===== src/rtl/reset_tick_gen.sv =====
// Reset sequencer and tick generator for the clk50 domain: power-on hold plus stretched
// merge of async reset requests, and programmable one-cycle clock enables.
module reset_tick_gen #(
  parameter int                NSRC           = 2,
  parameter logic [NSRC-1:0]   SRC_ACT_HIGH   = NSRC'(2'b01),
  parameter int                POR_CYCLES     = 8,
  parameter int                STRETCH_CYCLES = 31,
  parameter int                NTICK          = 2,
  parameter int                DIV_W          = 27
) (
  input  logic                   clk50,
  input  logic                   reset,
  input  logic [NSRC-1:0]        rst_src,
  input  logic [NSRC-1:0]        src_mask,
  input  logic [NTICK*DIV_W-1:0] div_val,
  input  logic [NTICK-1:0]       tick_en,
  output logic                   chip_reset,
  output logic                   chip_reset_n,
  output logic [NSRC-1:0]        reset_cause,
  output logic                   por_flag,
  output logic [NTICK-1:0]       tick,
  output logic [NTICK-1:0]       tick_sq
);

  localparam int CNT_MAX   = (POR_CYCLES > STRETCH_CYCLES) ? POR_CYCLES : STRETCH_CYCLES;
  localparam int CNT_W     = (CNT_MAX > 2) ? $clog2(CNT_MAX) : 1;
  localparam int POR_LD_I  = (POR_CYCLES > 0) ? POR_CYCLES - 1 : 0;
  localparam int STR_LD_I  = (STRETCH_CYCLES > 0) ? STRETCH_CYCLES - 1 : 0;
  localparam logic [CNT_W-1:0] POR_LOAD     = POR_LD_I[CNT_W-1:0];
  localparam logic [CNT_W-1:0] STRETCH_LOAD = STR_LD_I[CNT_W-1:0];

  typedef enum logic [1:0] {
    S_POR     = 2'd0,
    S_HOLD    = 2'd1,
    S_STRETCH = 2'd2,
    S_RUN     = 2'd3
  } state_t;

  logic [NSRC-1:0]  r_sync1;
  logic [NSRC-1:0]  r_sync2;
  logic [NSRC-1:0]  w_req;
  logic             w_any_req;

  state_t           r_state;
  logic [CNT_W-1:0] r_cnt;
  logic             r_chip_reset;
  logic             r_chip_reset_n;
  logic [NSRC-1:0]  r_cause;
  logic             r_por_flag;

  always_ff @(posedge clk50) begin
    if (reset) begin
      r_sync1 <= '0;
      r_sync2 <= '0;
    end else begin
      r_sync1 <= rst_src;
      r_sync2 <= r_sync1;
    end
  end

  // XNOR with the polarity mask turns every source into an active-high request.
  assign w_req     = ~(r_sync2 ^ SRC_ACT_HIGH) & src_mask;
  assign w_any_req = |w_req;

  always_ff @(posedge clk50) begin
    if (reset) begin
      r_state        <= S_POR;
      r_cnt          <= POR_LOAD;
      r_chip_reset   <= 1'b1;
      r_chip_reset_n <= 1'b0;
      r_cause        <= '0;
      r_por_flag     <= 1'b1;
    end else begin
      case (r_state)
        S_POR: begin
          if (r_cnt == '0) begin
            if (w_any_req) begin
              r_state <= S_HOLD;
              r_cause <= w_req;
            end else begin
              r_state        <= S_RUN;
              r_chip_reset   <= 1'b0;
              r_chip_reset_n <= 1'b1;
            end
          end else begin
            r_cnt <= r_cnt - CNT_W'(1);
          end
        end

        S_RUN: begin
          if (w_any_req) begin
            r_state        <= S_HOLD;
            r_chip_reset   <= 1'b1;
            r_chip_reset_n <= 1'b0;
            r_por_flag     <= 1'b0;
            r_cause        <= w_req;
          end
        end

        S_HOLD: begin
          r_cause <= r_cause | w_req;
          if (!w_any_req) begin
            if (STRETCH_CYCLES == 0) begin
              r_state        <= S_RUN;
              r_chip_reset   <= 1'b0;
              r_chip_reset_n <= 1'b1;
            end else begin
              r_state <= S_STRETCH;
              r_cnt   <= STRETCH_LOAD;
            end
          end
        end

        S_STRETCH: begin
          // A fresh request restarts the stretch from HOLD and keeps accumulating cause.
          if (w_any_req) begin
            r_state <= S_HOLD;
            r_cause <= r_cause | w_req;
          end else if (r_cnt == '0) begin
            r_state        <= S_RUN;
            r_chip_reset   <= 1'b0;
            r_chip_reset_n <= 1'b1;
          end else begin
            r_cnt <= r_cnt - CNT_W'(1);
          end
        end

        default: begin
          r_state        <= S_POR;
          r_cnt          <= POR_LOAD;
          r_chip_reset   <= 1'b1;
          r_chip_reset_n <= 1'b0;
        end
      endcase
    end
  end

  assign chip_reset   = r_chip_reset;
  assign chip_reset_n = r_chip_reset_n;
  assign reset_cause  = r_cause;
  assign por_flag     = r_por_flag;

  for (genvar k = 0; k < NTICK; k++) begin : g_tick
    logic [DIV_W-1:0] w_div;
    logic [DIV_W-1:0] r_dc;
    logic             r_tick;
    logic             r_tick_sq;

    assign w_div = div_val[k*DIV_W +: DIV_W];

    // The >= compare means a divisor lowered below the running count ticks at once.
    always_ff @(posedge clk50) begin
      if (reset) begin
        r_dc      <= '0;
        r_tick    <= 1'b0;
        r_tick_sq <= 1'b0;
      end else if (r_chip_reset || !tick_en[k]) begin
        r_dc   <= '0;
        r_tick <= 1'b0;
      end else if (r_dc >= w_div) begin
        r_dc      <= '0;
        r_tick    <= 1'b1;
        r_tick_sq <= ~r_tick_sq;
      end else begin
        r_dc   <= r_dc + DIV_W'(1);
        r_tick <= 1'b0;
      end
    end

    assign tick[k]    = r_tick;
    assign tick_sq[k] = r_tick_sq;
  end

endmodule


===== config.mk =====
export PLATFORM = sky130hd
export DESIGN_NAME = reset_tick_gen
export DESIGN_NICKNAME = d
export VERILOG_FILES = /design/src/rtl/reset_tick_gen.sv
export SDC_FILE = /design/constraint.sdc
export NUM_CORES = 1
export LEC_CHECK = 0
export BUFFER_PORTS_ARGS = -buffer_cell sky130_fd_sc_hd__buf_2
export CAP_MARGIN = 20
export CORE_MARGIN = 2
export CORE_UTILIZATION = 40
export DETAILED_ROUTE_END_ITERATION = 16
export GPL_TIMING_DRIVEN = 0
export PLACE_DENSITY = 0.69
export SYNTH_ARGS = -nofsm -noshare
export SYNTH_HDL_FRONTEND = slang
export SYNTH_SLANG_ARGS = --single-unit

===== constraint.sdc =====
create_clock -name clk50 -period 2.4 [get_ports clk50]
set_input_delay 0.48 -clock clk50 [delete_from_list [all_inputs] [get_ports clk50]]
set_output_delay 0.48 -clock clk50 [all_outputs]
set_load 0.02 [all_outputs]

Yosys cells after proc, flatten, opt, wreduce, memory -nomap -nowiden
Index checks and enable logic that the tools add are counted.
Cells by class
  $add $sub $neg: 3
  magnitude comparators: 2
  eq/ne operators: 11
  muxes and demuxes: 29
  bitwise operators: 8
  reduce and logical (&&, ||, !) cells: 20
Operators by type and width (number)
  27-bit by 1-bit adder with 27-bit output, second input constant: 2
  27-bit >= comparator: 2
  2-bit 2-to-1 mux: 9
  2-bit one-hot mux with 4 select lines: 2
  5-bit 2-to-1 mux: 3
  5-bit one-hot mux with 3 select lines: 1
  2-bit != test, second input constant: 7
  1-bit 2-to-1 mux: 12
  2-bit AND reduction: 4
  1-bit one-hot mux with 3 select lines: 2
  6-bit AND reduction: 1
  3-bit nonzero test: 2
  2-bit OR reduction: 3
  3-bit OR reduction: 2
  5-bit zero test: 1
  1-bit inverter: 5
  5-bit by 1-bit subtractor with 5-bit output, second input constant: 1
  2-bit equality test, second input constant: 2
  4-bit AND reduction: 1
  3-bit != test, second input constant: 1
  3-bit AND reduction: 1
  2-bit AND: 1
  2-bit by 1-bit equality test with 1-bit output, second input constant: 1
  1-bit zero test: 2
  4 further kinds: 5
Storage, ports and cells
  flip-flop bits (word level): 74
  bits of input ports: 62
  output and inout port bits: 9
  logic and storage cells: 87

Depth between registers and ports, before layout
  word-level depth: 7
  mapped depth: 9
  mapped depth without buffers: 8

Worst setup path before layout
No wires, ideal clock.
  kind: input -> register
  start point: input div_val[51]
  end point: register g_tick[1].r_dc[10]
  library setup time: 64 ps
  arrival: 2138 ps
  required time: 2336 ps
  path slack: 198 ps
  stages on the path: 9
  path buffers: 1
  cell sequence: inv_1 > ha_1 > a21o_1 > a21o_1 > a221o_1 > a31oi_2 > nand4b_4 > buf_6 > nor2_1
On the way
  longest elaborated chain between the ends: 2
RTL lines
  from (decl): RTL line 15  | input logic [NTICK*DIV_W-1:0] div_val,
  27-bit >= comparator: RTL line 160  | end else if (r_dc >= w_div) begin
  3-bit OR reduction (no line)
  to (signal assigned): RTL line 165  | r_dc <= r_dc + DIV_W'(1);
  to (decl): RTL line 145  | logic [DIV_W-1:0] r_dc;
No other way between the ends.
A chain may end at the register's enable or synchronous reset.

Final worst setup path
  start point: register g_tick[0].r_dc[22]
  end point: register g_tick[0].r_tick_sq
On the way
  longest elaborated chain between the ends: 2
RTL lines
  from (decl): RTL line 145
  from (signal assigned): RTL line 165
  27-bit >= comparator: RTL line 160
  2-bit AND reduction (no line)
  to (signal assigned): RTL line 163  | r_tick_sq <= ~r_tick_sq;
  to (decl): RTL line 147  | logic r_tick_sq;
No other way between the ends.

==> metrics.txt <==
run status complete, no violations; sequential area share after synthesis 31.8%; clock-pin slew of the registers on the worst-case setup and hold paths 0.06 ns; source of the critical timing path g_tick[0].r_dc[22]; total number of clock tree sinks 74; logic depth of the worst register-to-register path 7; Achievable Freq 0.441 GHz; count of unresolved DRC violations after routing 0; total core area around 11000 um2; routed metal-1 wirelength 4730 um; via count of the first global-routing pass 4004; Inserted Clock Buffers 9; end of the worst register-to-register path g_tick[0].r_tick_sq; final cycle utilization of the critical path 94.4%; maximum number of pins on one net before global-route repair 13; Post-synth top flop sky130_fd_sc_hd__dfxtp_1; Avg Inst Size Synth between 8 and 9 um2; router iterations before antenna repair 4; fin cells about 800; post-detailed-route count of antenna-violating nets 0; die width roughly 110 um; global-route wire length before repair 17600 um; relative slew slack between 60% and 70%; mean routed wirelength per cell between 10 and 15 um; EDFF count, synth 0; buffer levels on the longest clock path 2; multi-input gate area in the final layout 2860 um2; number of inserted filler cells in the final layout 1091; CTS tree yes; final count of negative-setup-slack endpoints 0; Port Buffers a little under 70; IO Count 71; sum of met3 wire segment lengths after detailed routing 307 um; number of antenna repair diodes 0; die area 12500 um2; setup total negative slack 0 ns; FF-to-FF Start g_tick[0].r_dc[22]; number of pins with negative max-slew slack in the final report 0; proportion of synthesized flip-flops having asynchronous set or reset 0%; slew at the pin closest to its max-slew limit 0.508 ns; number of cell rows 39; CP Launch Type register; CTS H-tree depth 3; worst-skew pair later-pin latency 0.32 ns; highest fanout seen on the critical path 5; Register-to-Register Setup Slack 0.13 ns; first-iteration detailed-routing DRC count roughly 180; highest routed layer met4; GRT Total Usage 16.8%; ratio of total power to cell area between 500 and 600 nW/um2; HPWL reported at the end of detailed placement 8000 um; layout overhead on the synthesized area 18.5%; type of the tightest min-delay check in -> reg; Yosys warnings 0; wire length on met2 about 4900 um; top post-synthesis cells by area sky130_fd_sc_hd__dfxtp_1, sky130_fd_sc_hd__ha_1, sky130_fd_sc_hd__nor2_1; total gr overflow 0; Min Clock Period, post-route between 2 and 2.5 ns; register bit total from synthesis 74; global placement routability congestion 0.849; Hold Vio Cnt, Final 0; Vias per Instance 5.06; maximum capacitance violations 0; unique cell type count in the Yosys netlist 53; worst setup path endpoint g_tick[0].r_tick_sq; DR vias 3944; number of instances in the placed design 763; initial standard-cell utilization of the core 41.0%; syn nets 676; clock root buffer sky130_fd_sc_hd__clkbuf_16; post-route clock skew between 0.009 and 0.01 ns; cell count after synthesis about 550; synthesized area 4660 um2; commonest cells after routing, fill and taps aside sky130_fd_sc_hd__dfxtp_1, sky130_fd_sc_hd__nor2_1, sky130_fd_sc_hd__buf_2, sky130_fd_sc_hd__inv_1, sky130_fd_sc_hd__ha_1; WP data required 2.61 ns; number of antenna violations at the first check in global routing 0; ratio of cells with drive above 1 in the final layout 18.5%; IR Drop Worst-Case VDD 0.397 mV; Sequential cell area between 1000 and 1500 um2; arrival time of the worst setup path 2.48 ns; critical path capture point type register; vertical extent of the die 112 um; commonest non-fill, non-tap cell in the layout sky130_fd_sc_hd__dfxtp_1; share of the synthesized area in the top cell type 31.8%; largest area contributor in the synthesized netlist sky130_fd_sc_hd__dfxtp_1; critical setup path kind reg -> reg; total number of nets in the final design between 700 and 800; Static Leak 2.55 nW; routed wire length 10100 um
-- area by class of cell --
| type | instances | share of cell area (%) |
|---|---|---|
| clock buffers | 12 | 4.65 |
| multi-input cells | 399 | 51.8 |
| clock inverters | 4 | 0.907 |
| plain buffers | 12 | 1.65 |
| flip-flops and latches | 74 | 26.9 |
| inverters | 66 | 4.49 |
| repair buffers | 70 | 6.39 |
| well taps | 143 | 3.24 |
-- what timing repair did --
action                     CTS  global route
cloned                       0             0
setup endpoints to repair    3            45
pin swaps                    2             2
resized for setup            1             4
setup buffers                1             0
hold buffers                 0             0
-- metal layers --
metal	GRT usage (%)	up-vias
met5	0	-
met4	6.50	0
met3	2.72	10
met2	29.3	59
met1	20.8	1841
li1	-	2034
-- report_power, final --
part / switching, W / internal, W / total [W] / leakage [nW]
clock network: 0.000501 / 0.000860 / 0.00136 / 0.145
registers: 0.0000566 / 0.00129 / 0.00135 / 0.599
logic: 0.000298 / 0.000236 / 0.000534 / 1.80
total: 0.000855 / 0.00239 / 0.00324 / 2.55
-- synthesized netlist by cell type, drive strengths merged (2+ instances only) --
cell type,instances
nand4,21
nor2b,8
and3b,2
a211oi,6
o21ai,17
and3,9
a311oi,2
nand3,19
or2,5
dfxtp,74
a21oi,33
buf,9
nand2,41
a21o,4
and4,7
o221ai,2
ha,63
inv,66
nor3b,3
nand2b,3
xor2,26
and2,2
nor3,8
nor2,72
clkbuf,3
xnor2,24
nor4,5
-- kinds of logic after synthesis --
| kind of cell | count (synthesis) | share of synthesized area (%) |
|---|---|---|
| XOR/XNOR | 50 | 9.40 |
| buffers and inverters | 78 | 7.28 |
| multiplexers | 2 | 0.457 |
| AND/OR/NAND/NOR | 210 | 24.0 |
| adder cells (fa/ha/maj) | 63 | 16.9 |
| flip-flops | 74 | 31.8 |
| AO/OA/AOI/OAI | 74 | 10.2 |
-- worst max-delay path, stage by stage, from the launching register on --
cell and delay (ns):
sky130_fd_sc_hd__dfxtp_1 0.36, sky130_fd_sc_hd__ha_1 0.34, sky130_fd_sc_hd__nand4_1 0.19, sky130_fd_sc_hd__nor4_2 0.36, sky130_fd_sc_hd__and2_1 0.23, sky130_fd_sc_hd__a2111oi_4 0.10
sky130_fd_sc_hd__a21oi_1 0.22, sky130_fd_sc_hd__mux2_2 0.35
-- worst min-delay path by stage --
stage,from,end,slack [ns],cells after the start
floorplan,r_sync1[0],r_sync2[0],0.41,1
finish,rst_src[1],r_sync1[1],0.36,2
CTS,rst_src[1],r_sync1[1],0.36,2
global placement,r_sync1[1],r_sync2[1],0.42,1
detailed placement,r_sync1[1],r_sync2[1],0.43,1
global route,rst_src[1],r_sync1[1],0.37,2
-- stage by stage --
stage	setup slack, ns	hold WS, ns	cell area (um2)	power (W)	util, %
after global placement	-0.134	0.420	5180	0.00187	45.6
final	0.134	0.364	5520	0.00324	48.6
after CTS	0.0293	0.358	5500	0.00328	48.4
after floorplan	0.198	0.414	4660	0.00173	-
after detailed placement	-0.175	0.429	5180	0.00190	45.6
after global routing	-0.00927	0.373	5520	0.00341	48.6
-- flip-flops by register name, summed over array words and instances (netlist names) --
signal and count:
g_tick.r_dc 54, r_cnt 5, g_tick.r_tick 2, g_tick.r_tick_sq 2, r_state 2, r_sync1 2
r_sync2 2, reset_cause 2, chip_reset 1, chip_reset_n 1, por_flag 1
No activity file was read; power rests on OpenSTA's default activity.
